[src/rtl/data_cache_if.sv]
// ---------------------------------------------------------------------------
// data_cache_if
//   Bundles the two buses of the write-back data cache:
//     CPU side    : READ, WRITE, ADDRESS[7:0], WRITEDATA[7:0] -> cache
//                   READDATA[7:0], BUSYWAIT                   <- cache
//     Memory side : MEM_READ, MEM_WRITE, MEM_ADDRESS[5:0],
//                   MEM_WRITEDATA[31:0]                       <- cache
//                   MEM_READDATA[31:0], MEM_BUSYWAIT          -> cache
//   slave  : the cache's view.
//   master : the CPU/data-memory environment's view.
// ---------------------------------------------------------------------------
interface data_cache_if;
    logic        READ;
    logic        WRITE;
    logic [7:0]  ADDRESS;
    logic [7:0]  WRITEDATA;
    logic [7:0]  READDATA;
    logic        BUSYWAIT;
    logic        MEM_READ;
    logic        MEM_WRITE;
    logic [5:0]  MEM_ADDRESS;
    logic [31:0] MEM_WRITEDATA;
    logic [31:0] MEM_READDATA;
    logic        MEM_BUSYWAIT;

    modport slave (
        input  READ, WRITE, ADDRESS, WRITEDATA, MEM_READDATA, MEM_BUSYWAIT,
        output READDATA, BUSYWAIT, MEM_READ, MEM_WRITE, MEM_ADDRESS, MEM_WRITEDATA
    );

    modport master (
        output READ, WRITE, ADDRESS, WRITEDATA, MEM_READDATA, MEM_BUSYWAIT,
        input  READDATA, BUSYWAIT, MEM_READ, MEM_WRITE, MEM_ADDRESS, MEM_WRITEDATA
    );
endinterface

[src/rtl/data_cache_wb.sv]
// ---------------------------------------------------------------------------
// data_cache_wb
//   Write-back, direct-mapped data cache: 8 lines x 4 bytes, byte-wide CPU
//   port, 32-bit block port to data memory. Misses evict a dirty line
//   (WRITEBACK), refill the line (FETCH, FILL) and then complete as a hit.
//   Ports:
//     CLK   : system clock, rising edge
//     RESET : asynchronous, active-high
//     bus   : data_cache_if.slave (CPU load/store port + data-memory port)
//   Address split: tag = ADDRESS[7:5], index = ADDRESS[4:2], offset = [1:0].
// ---------------------------------------------------------------------------
module data_cache_wb (
    input  logic          CLK,
    input  logic          RESET,
    data_cache_if.slave   bus
);

    localparam logic [1:0] ST_IDLE      = 2'd0;
    localparam logic [1:0] ST_WRITEBACK = 2'd1;
    localparam logic [1:0] ST_FETCH     = 2'd2;
    localparam logic [1:0] ST_FILL      = 2'd3;

    logic [1:0]  state_q, state_d;
    logic [7:0]  valid_q, valid_d;
    logic [7:0]  dirty_q, dirty_d;
    logic [2:0]  tag_q  [8];
    logic [2:0]  tag_d  [8];
    logic [31:0] data_q [8];
    logic [31:0] data_d [8];

    logic [2:0]  addr_tag;
    logic [2:0]  addr_idx;
    logic [4:0]  byte_lsb;
    logic        req;
    logic        wr_req;
    logic        rd_req;
    logic        hit;

    always_comb begin
        addr_tag = bus.ADDRESS[7:5];
        addr_idx = bus.ADDRESS[4:2];
        byte_lsb = {bus.ADDRESS[1:0], 3'b000};
        req      = bus.READ | bus.WRITE;
        // WRITE wins when both strobes are high.
        wr_req   = bus.WRITE;
        rd_req   = bus.READ & ~bus.WRITE;
        hit      = valid_q[addr_idx] && (tag_q[addr_idx] == addr_tag);
    end

    // Next-state and line-update logic.
    always_comb begin
        state_d = state_q;
        valid_d = valid_q;
        dirty_d = dirty_q;
        tag_d   = tag_q;
        data_d  = data_q;
        case (state_q)
            ST_IDLE: begin
                if (wr_req && hit) begin
                    data_d[addr_idx][byte_lsb +: 8] = bus.WRITEDATA;
                    dirty_d[addr_idx]               = 1'b1;
                end else if (req && !hit) begin
                    if (valid_q[addr_idx] && dirty_q[addr_idx])
                        state_d = ST_WRITEBACK;
                    else
                        state_d = ST_FETCH;
                end
            end
            ST_WRITEBACK: begin
                if (!bus.MEM_BUSYWAIT)
                    state_d = ST_FETCH;
            end
            ST_FETCH: begin
                if (!bus.MEM_BUSYWAIT)
                    state_d = ST_FILL;
            end
            default: begin
                // The memory holds the fetched block after completing, so the
                // line is installed here; the pending store lands in IDLE.
                data_d[addr_idx]  = bus.MEM_READDATA;
                tag_d[addr_idx]   = addr_tag;
                valid_d[addr_idx] = 1'b1;
                dirty_d[addr_idx] = 1'b0;
                state_d           = ST_IDLE;
            end
        endcase
    end

    // Control state: asynchronous reset.
    always_ff @(posedge CLK or posedge RESET) begin
        if (RESET) begin
            state_q <= ST_IDLE;
            valid_q <= '0;
            dirty_q <= '0;
        end else begin
            state_q <= state_d;
            valid_q <= valid_d;
            dirty_q <= dirty_d;
        end
    end

    // Tag and data storage: contents are meaningless until valid is set.
    always_ff @(posedge CLK) begin
        tag_q  <= tag_d;
        data_q <= data_d;
    end

    // CPU-side outputs are forced quiet while RESET is held.
    always_comb begin
        bus.READDATA = 8'h00;
        bus.BUSYWAIT = 1'b0;
        if (!RESET) begin
            if (state_q == ST_IDLE && rd_req && hit)
                bus.READDATA = data_q[addr_idx][byte_lsb +: 8];
            bus.BUSYWAIT = req && !(state_q == ST_IDLE && hit);
        end
    end

    // Memory-side outputs decode the registered state only.
    always_comb begin
        bus.MEM_READ      = 1'b0;
        bus.MEM_WRITE     = 1'b0;
        bus.MEM_ADDRESS   = 6'h00;
        bus.MEM_WRITEDATA = 32'h0;
        case (state_q)
            ST_WRITEBACK: begin
                bus.MEM_WRITE     = 1'b1;
                bus.MEM_ADDRESS   = {tag_q[addr_idx], addr_idx};
                bus.MEM_WRITEDATA = data_q[addr_idx];
            end
            ST_FETCH: begin
                bus.MEM_READ    = 1'b1;
                bus.MEM_ADDRESS = bus.ADDRESS[7:2];
            end
            default: ;
        endcase
    end

endmodule
[src/flat_wrapper.sv]
// flat-port wrapper written by rule: the top's interface ports become plain ports
module data_cache_wb_flat 
  (CLK, RESET, bus_READ, bus_WRITE, bus_ADDRESS, bus_WRITEDATA, bus_MEM_READDATA, bus_MEM_BUSYWAIT, bus_READDATA, bus_BUSYWAIT, bus_MEM_READ, bus_MEM_WRITE, bus_MEM_ADDRESS, bus_MEM_WRITEDATA);
  data_cache_if bus_i ();
  input  logic CLK;
  input  logic RESET;
  input wire logic [$bits(bus_i.READ)-1:0] bus_READ;
  input wire logic [$bits(bus_i.WRITE)-1:0] bus_WRITE;
  input wire logic [$bits(bus_i.ADDRESS)-1:0] bus_ADDRESS;
  input wire logic [$bits(bus_i.WRITEDATA)-1:0] bus_WRITEDATA;
  input wire logic [$bits(bus_i.MEM_READDATA)-1:0] bus_MEM_READDATA;
  input wire logic [$bits(bus_i.MEM_BUSYWAIT)-1:0] bus_MEM_BUSYWAIT;
  output wire logic [$bits(bus_i.READDATA)-1:0] bus_READDATA;
  output wire logic [$bits(bus_i.BUSYWAIT)-1:0] bus_BUSYWAIT;
  output wire logic [$bits(bus_i.MEM_READ)-1:0] bus_MEM_READ;
  output wire logic [$bits(bus_i.MEM_WRITE)-1:0] bus_MEM_WRITE;
  output wire logic [$bits(bus_i.MEM_ADDRESS)-1:0] bus_MEM_ADDRESS;
  output wire logic [$bits(bus_i.MEM_WRITEDATA)-1:0] bus_MEM_WRITEDATA;
  assign bus_i.READ = bus_READ;
  assign bus_i.WRITE = bus_WRITE;
  assign bus_i.ADDRESS = bus_ADDRESS;
  assign bus_i.WRITEDATA = bus_WRITEDATA;
  assign bus_i.MEM_READDATA = bus_MEM_READDATA;
  assign bus_i.MEM_BUSYWAIT = bus_MEM_BUSYWAIT;
  assign bus_READDATA = bus_i.READDATA;
  assign bus_BUSYWAIT = bus_i.BUSYWAIT;
  assign bus_MEM_READ = bus_i.MEM_READ;
  assign bus_MEM_WRITE = bus_i.MEM_WRITE;
  assign bus_MEM_ADDRESS = bus_i.MEM_ADDRESS;
  assign bus_MEM_WRITEDATA = bus_i.MEM_WRITEDATA;
  data_cache_wb u_core (.CLK(CLK), .RESET(RESET), .bus(bus_i));
endmodule
[config.mk]
export PLATFORM = sky130hd
export DESIGN_NAME = data_cache_wb_flat
export DESIGN_NICKNAME = d
export VERILOG_FILES = /design/src/rtl/data_cache_if.sv /design/src/rtl/data_cache_wb.sv /design/src/flat_wrapper.sv
export SDC_FILE = /design/constraint.sdc
export NUM_CORES = 1
export LEC_CHECK = 0
export ABC_AREA = 1
export BUFFER_PORTS_ARGS = -buffer_cell sky130_fd_sc_hd__buf_2
export CAP_MARGIN = 25
export CORE_UTILIZATION = 35
export CTS_BUF_LIST = sky130_fd_sc_hd__clkbuf_8
export CTS_CLUSTER_DIAMETER = 80
export CTS_CLUSTER_SIZE = 14
export DETAILED_ROUTE_END_ITERATION = 7
export PLACE_DENSITY = 0.61
export REMOVE_ABC_BUFFERS = 1
export SYNTH_ARGS = -nofsm -noshare
export SYNTH_HDL_FRONTEND = slang
export SYNTH_SLANG_ARGS = --single-unit
export TNS_END_PERCENT = 10
[constraint.sdc]
create_clock -name CLK -period 2.5 [get_ports CLK]
set_clock_uncertainty 0.15 [all_clocks]
set_input_delay 0.5 -clock CLK [delete_from_list [all_inputs] [get_ports CLK]]
set_output_delay 0.5 -clock CLK [all_outputs]
set_load 0.01 [all_outputs]
==> results.toml <==
[power_and_ir_drop]
vdd_drop_max_mv = 0.4212
cellPowerDensity_nw_per_um2 = 712.7
total_power_w = 0.01342
p_leak_nw = 7.183

[clock_network]
clk_pin_slew_ns = 0.10
cts_sinks = 298
cts_tree = "built"
h-tree-depth = 1
numCtsBuffers = 25
clock_latency_ns = 0.60
clock_path_buffers = 3
clockRootBuffer = "clkbuf_8"

[synthesis]
ys_warn_count = 0
ys.flop_type = "edfxtp_1"
synth_xor_area_frac = 0
synthMuxAreaShare = 0
yosysUniqueCellTypes = 36
syn-cell-area_um2 = 13610
synthSimpleGateAreaFrac = 0.2064
postSynthCellCount = 1307
synth_area_per_cell_um2 = 10.41
synth_edf_count = 280
synth_top_family_by_area = "simple AND/OR/NAND/NOR gates"
yosysSeqAreaShare = 0.6508
ys_ff_latch = 298
synthAdderAreaFrac = 0.008273
synth-compound-area-share = 0.08999
synth-async-reset-ratio = 0.06040

[detailed_routing]
routed_wl_um = 45630
ant_nets = 0
drtIter0Drc = 1267
avgRoutedWirePerCell_um = 20.86
vias = 11480
dr.pass1.iters = 5
vias_per_cell = 5.250
drc_errors = 0

[worst_setup_path]
slowest_delay_ns = 0.21
crit_path_end_kind = "primary output"
path_cells = "buf_12 > buf_12 > nor2_4 > nand2_4 > buf_12 > clkbuf_16 > buf_8 > o22ai_2 > nor2_1 > nand2_2 > nor2_1 > o21ai_1 > nor2_4 > buf_6"
cp_slowest_cell = "o21ai_1"
reg2reg_depth = 15
cp_max_fo = 7
critPathLaunchType = "input port"
r2r-start = "u_core.tag_q[20]$_DFFE_PP_"
cp.required_ns = 1.85
path_buf_inv = 6
r2r_setup_slack_ns = -0.05
arrival_ns = 2.24
path_common_cell = "buf_12"
timing_worst_setup_path_type = "input port to primary output"
rr_endpoint = "u_core.data_q[39]$_DFFE_PP_"
critPathTopFamily = "buffers and inverters"

[sta]
slew_headroom = 0.2816
rsz0062_at_grt = "yes"
worst_pin_slew_ns = 1.068
post-route-period-util = 1.156
maxClockFrequency_ghz = 0.3460
drv_slew = 0
tns_ns = -7.622
finalSetupViolations = 79
final.min_clock_period_ns = 2.890
hold_viol_final = 0
setup_ws_ns = -0.3904

[global_route]
grt_remaining_overflow = 0
grt_pass1_wl_um = 64490
grt_pass1_vias = 10880
antenna_found_initial = 0
grt_max_degree = 33
grt_usage = 0.2174

[die]
core-area_um2 = 37930
dieHeight_um = 199.2
rows = 71
io-pin-count = 102
fp.dieArea_um2 = 39680
die_x_um = 199.2
initial_core_util = 0.3588

[cells_and_area]
nFillCells = 3368
layout.nets = 1719
n_antenna_cell = 0
mostFrequentLayoutCell = "nor2_1"
syn_to_final_growth_pct = 38.32
layout-drive-gt1-share = 0.3663
layout_common_cells = "nor2_1, edfxtp_1, buf_4, nand2_1, buf_2"
seq_area_um2 = 8860
multiInputGateArea_um2 = 4949

[placed_design]
gp_congestion = 0.8816
port_buffers = 101
dpl.hpwl_um = 30740

[min_path]
hp-start = "bus_ADDRESS[7]"
hold_path_class = "input port to flop"
hold-path-endpoint = "u_core.tag_q[20]$_DFFE_PP_"
hold_depth = 2

[outcome]
violations = "setup timing"
status = "complete, but fails checks"

[flow_run]
drv_cap = 0
per-stage QoR:
stage,utilization,hold slack [ns],instances,cell area (um2),worst slack (ns)
after global placement,0.4356,0.2960,2093,16520,-0.4866
after floorplan,-,0.2740,1234,13280,-0.6568
after CTS,0.4549,0.1476,2146,17260,-0.3944
after global routing,0.4964,0.1666,2187,18830,-0.4992
after detailed placement,0.4356,0.3074,2093,16520,-0.5158
final,0.4964,0.1842,2187,18830,-0.3904
cells in the mapped netlist (4+ instances only):
library cell	instances	area (um2)
buf_1	15	56.30
dfrtp_1	18	450.4
ha_1	9	112.6
nand2_1	135	506.7
a22oi_1	6	45.04
o22ai_1	108	675.7
buf_2	23	115.1
nand3_1	26	130.1
a22o_1	4	35.03
nand2_2	5	31.28
clkbuf_1	28	105.1
buf_4	6	45.04
a21oi_1	7	35.03
o21ai_1	6	30.03
nand3_4	9	157.7
o211ai_1	9	67.56
inv_2	8	30.03
a32oi_1	24	210.2
edfxtp_1	280	8408
nor2_1	446	1674
nor2_2	4	25.02
or2_2	9	56.30
nand4_1	8	50.05
nor3_1	13	65.06
inv_1	61	229.0
clkinv_1	4	15.01
o21ai_0	20	100.1
power by group:
| group | total [W] | internal (W) | switching, W |
|---|---|---|---|
| Clock | 0.00258 | 0.000944 | 0.00163 |
| Combinational | 0.00454 | 0.00170 | 0.00284 |
| Sequential | 0.00630 | 0.00609 | 0.000208 |
what timing repair did:
action / 4_1_cts / 5_1_grt
setup endpoints to repair: 47 / 334
hold buffers: 1 / 0
buffers inserted: 5 / 47
pin swaps: 27 / 87
gates resized for setup: 57 / 283
cloned: 1 / 6
hold endpoints to repair: 18 / 0
per-layer routing:
layer	track usage	vias up	wire, um
met5	0	-	0
met4	0.09487	0	1779
met3	0.02987	90	3599
met2	0.3390	544	21240
met1	0.3021	5589	19010
li1	-	5258	-
kinds of logic (layout without fill, tap and decap cells):
family | count (synthesis) | in the layout
buffers and inverters | 146 | 515
AO/OA/AOI/OAI | 187 | 187
adder cells (fa/ha/maj) | 9 | 9
AND/OR/NAND/NOR | 667 | 667
flip-flops | 298 | 298
final cells by class:
type	count	area share
Clock buffer	25	0.01827
Clock inverter	21	0.004785
Inverter	73	0.01615
Multi-Input combinational cell	863	0.2628
Sequential cell	298	0.4706
Tap cell	511	0.03396
Timing Repair Buffer	396	0.1934
flip-flops by register name (all words and copies together), names as in the netlist, named ones only:
name / flops
u_core.data_q: 256
u_core.state_q: 2
u_core.tag_q: 24
u_core.valid_q: 8
worst reg2reg max path, delay by kind of cell (launching register included):
kind	cells	cell delay, ns
simple gates	9	1.00
compound gates	1	0.14
flops	1	0.39
buf+inv	5	0.57
worst max-delay path by stage:
stage,from,to,slack [ns],cells past startpoint
2_1_floorplan,bus_ADDRESS[2],bus_READDATA[6],-0.66,8
3_3_place_gp,bus_ADDRESS[2],u_core.data_q[71]$_DFFE_PP_,-0.49,17
3_5_place_dp,bus_ADDRESS[2],u_core.data_q[71]$_DFFE_PP_,-0.52,15
4_1_cts,u_core.tag_q[20]$_DFFE_PP_,bus_READDATA[1],-0.39,13
5_1_grt,u_core.tag_q[4]$_DFFE_PP_,bus_READDATA[6],-0.50,13
6_report,bus_ADDRESS[4],bus_READDATA[3],-0.39,14
No activity file was read; power rests on OpenSTA's default activity.
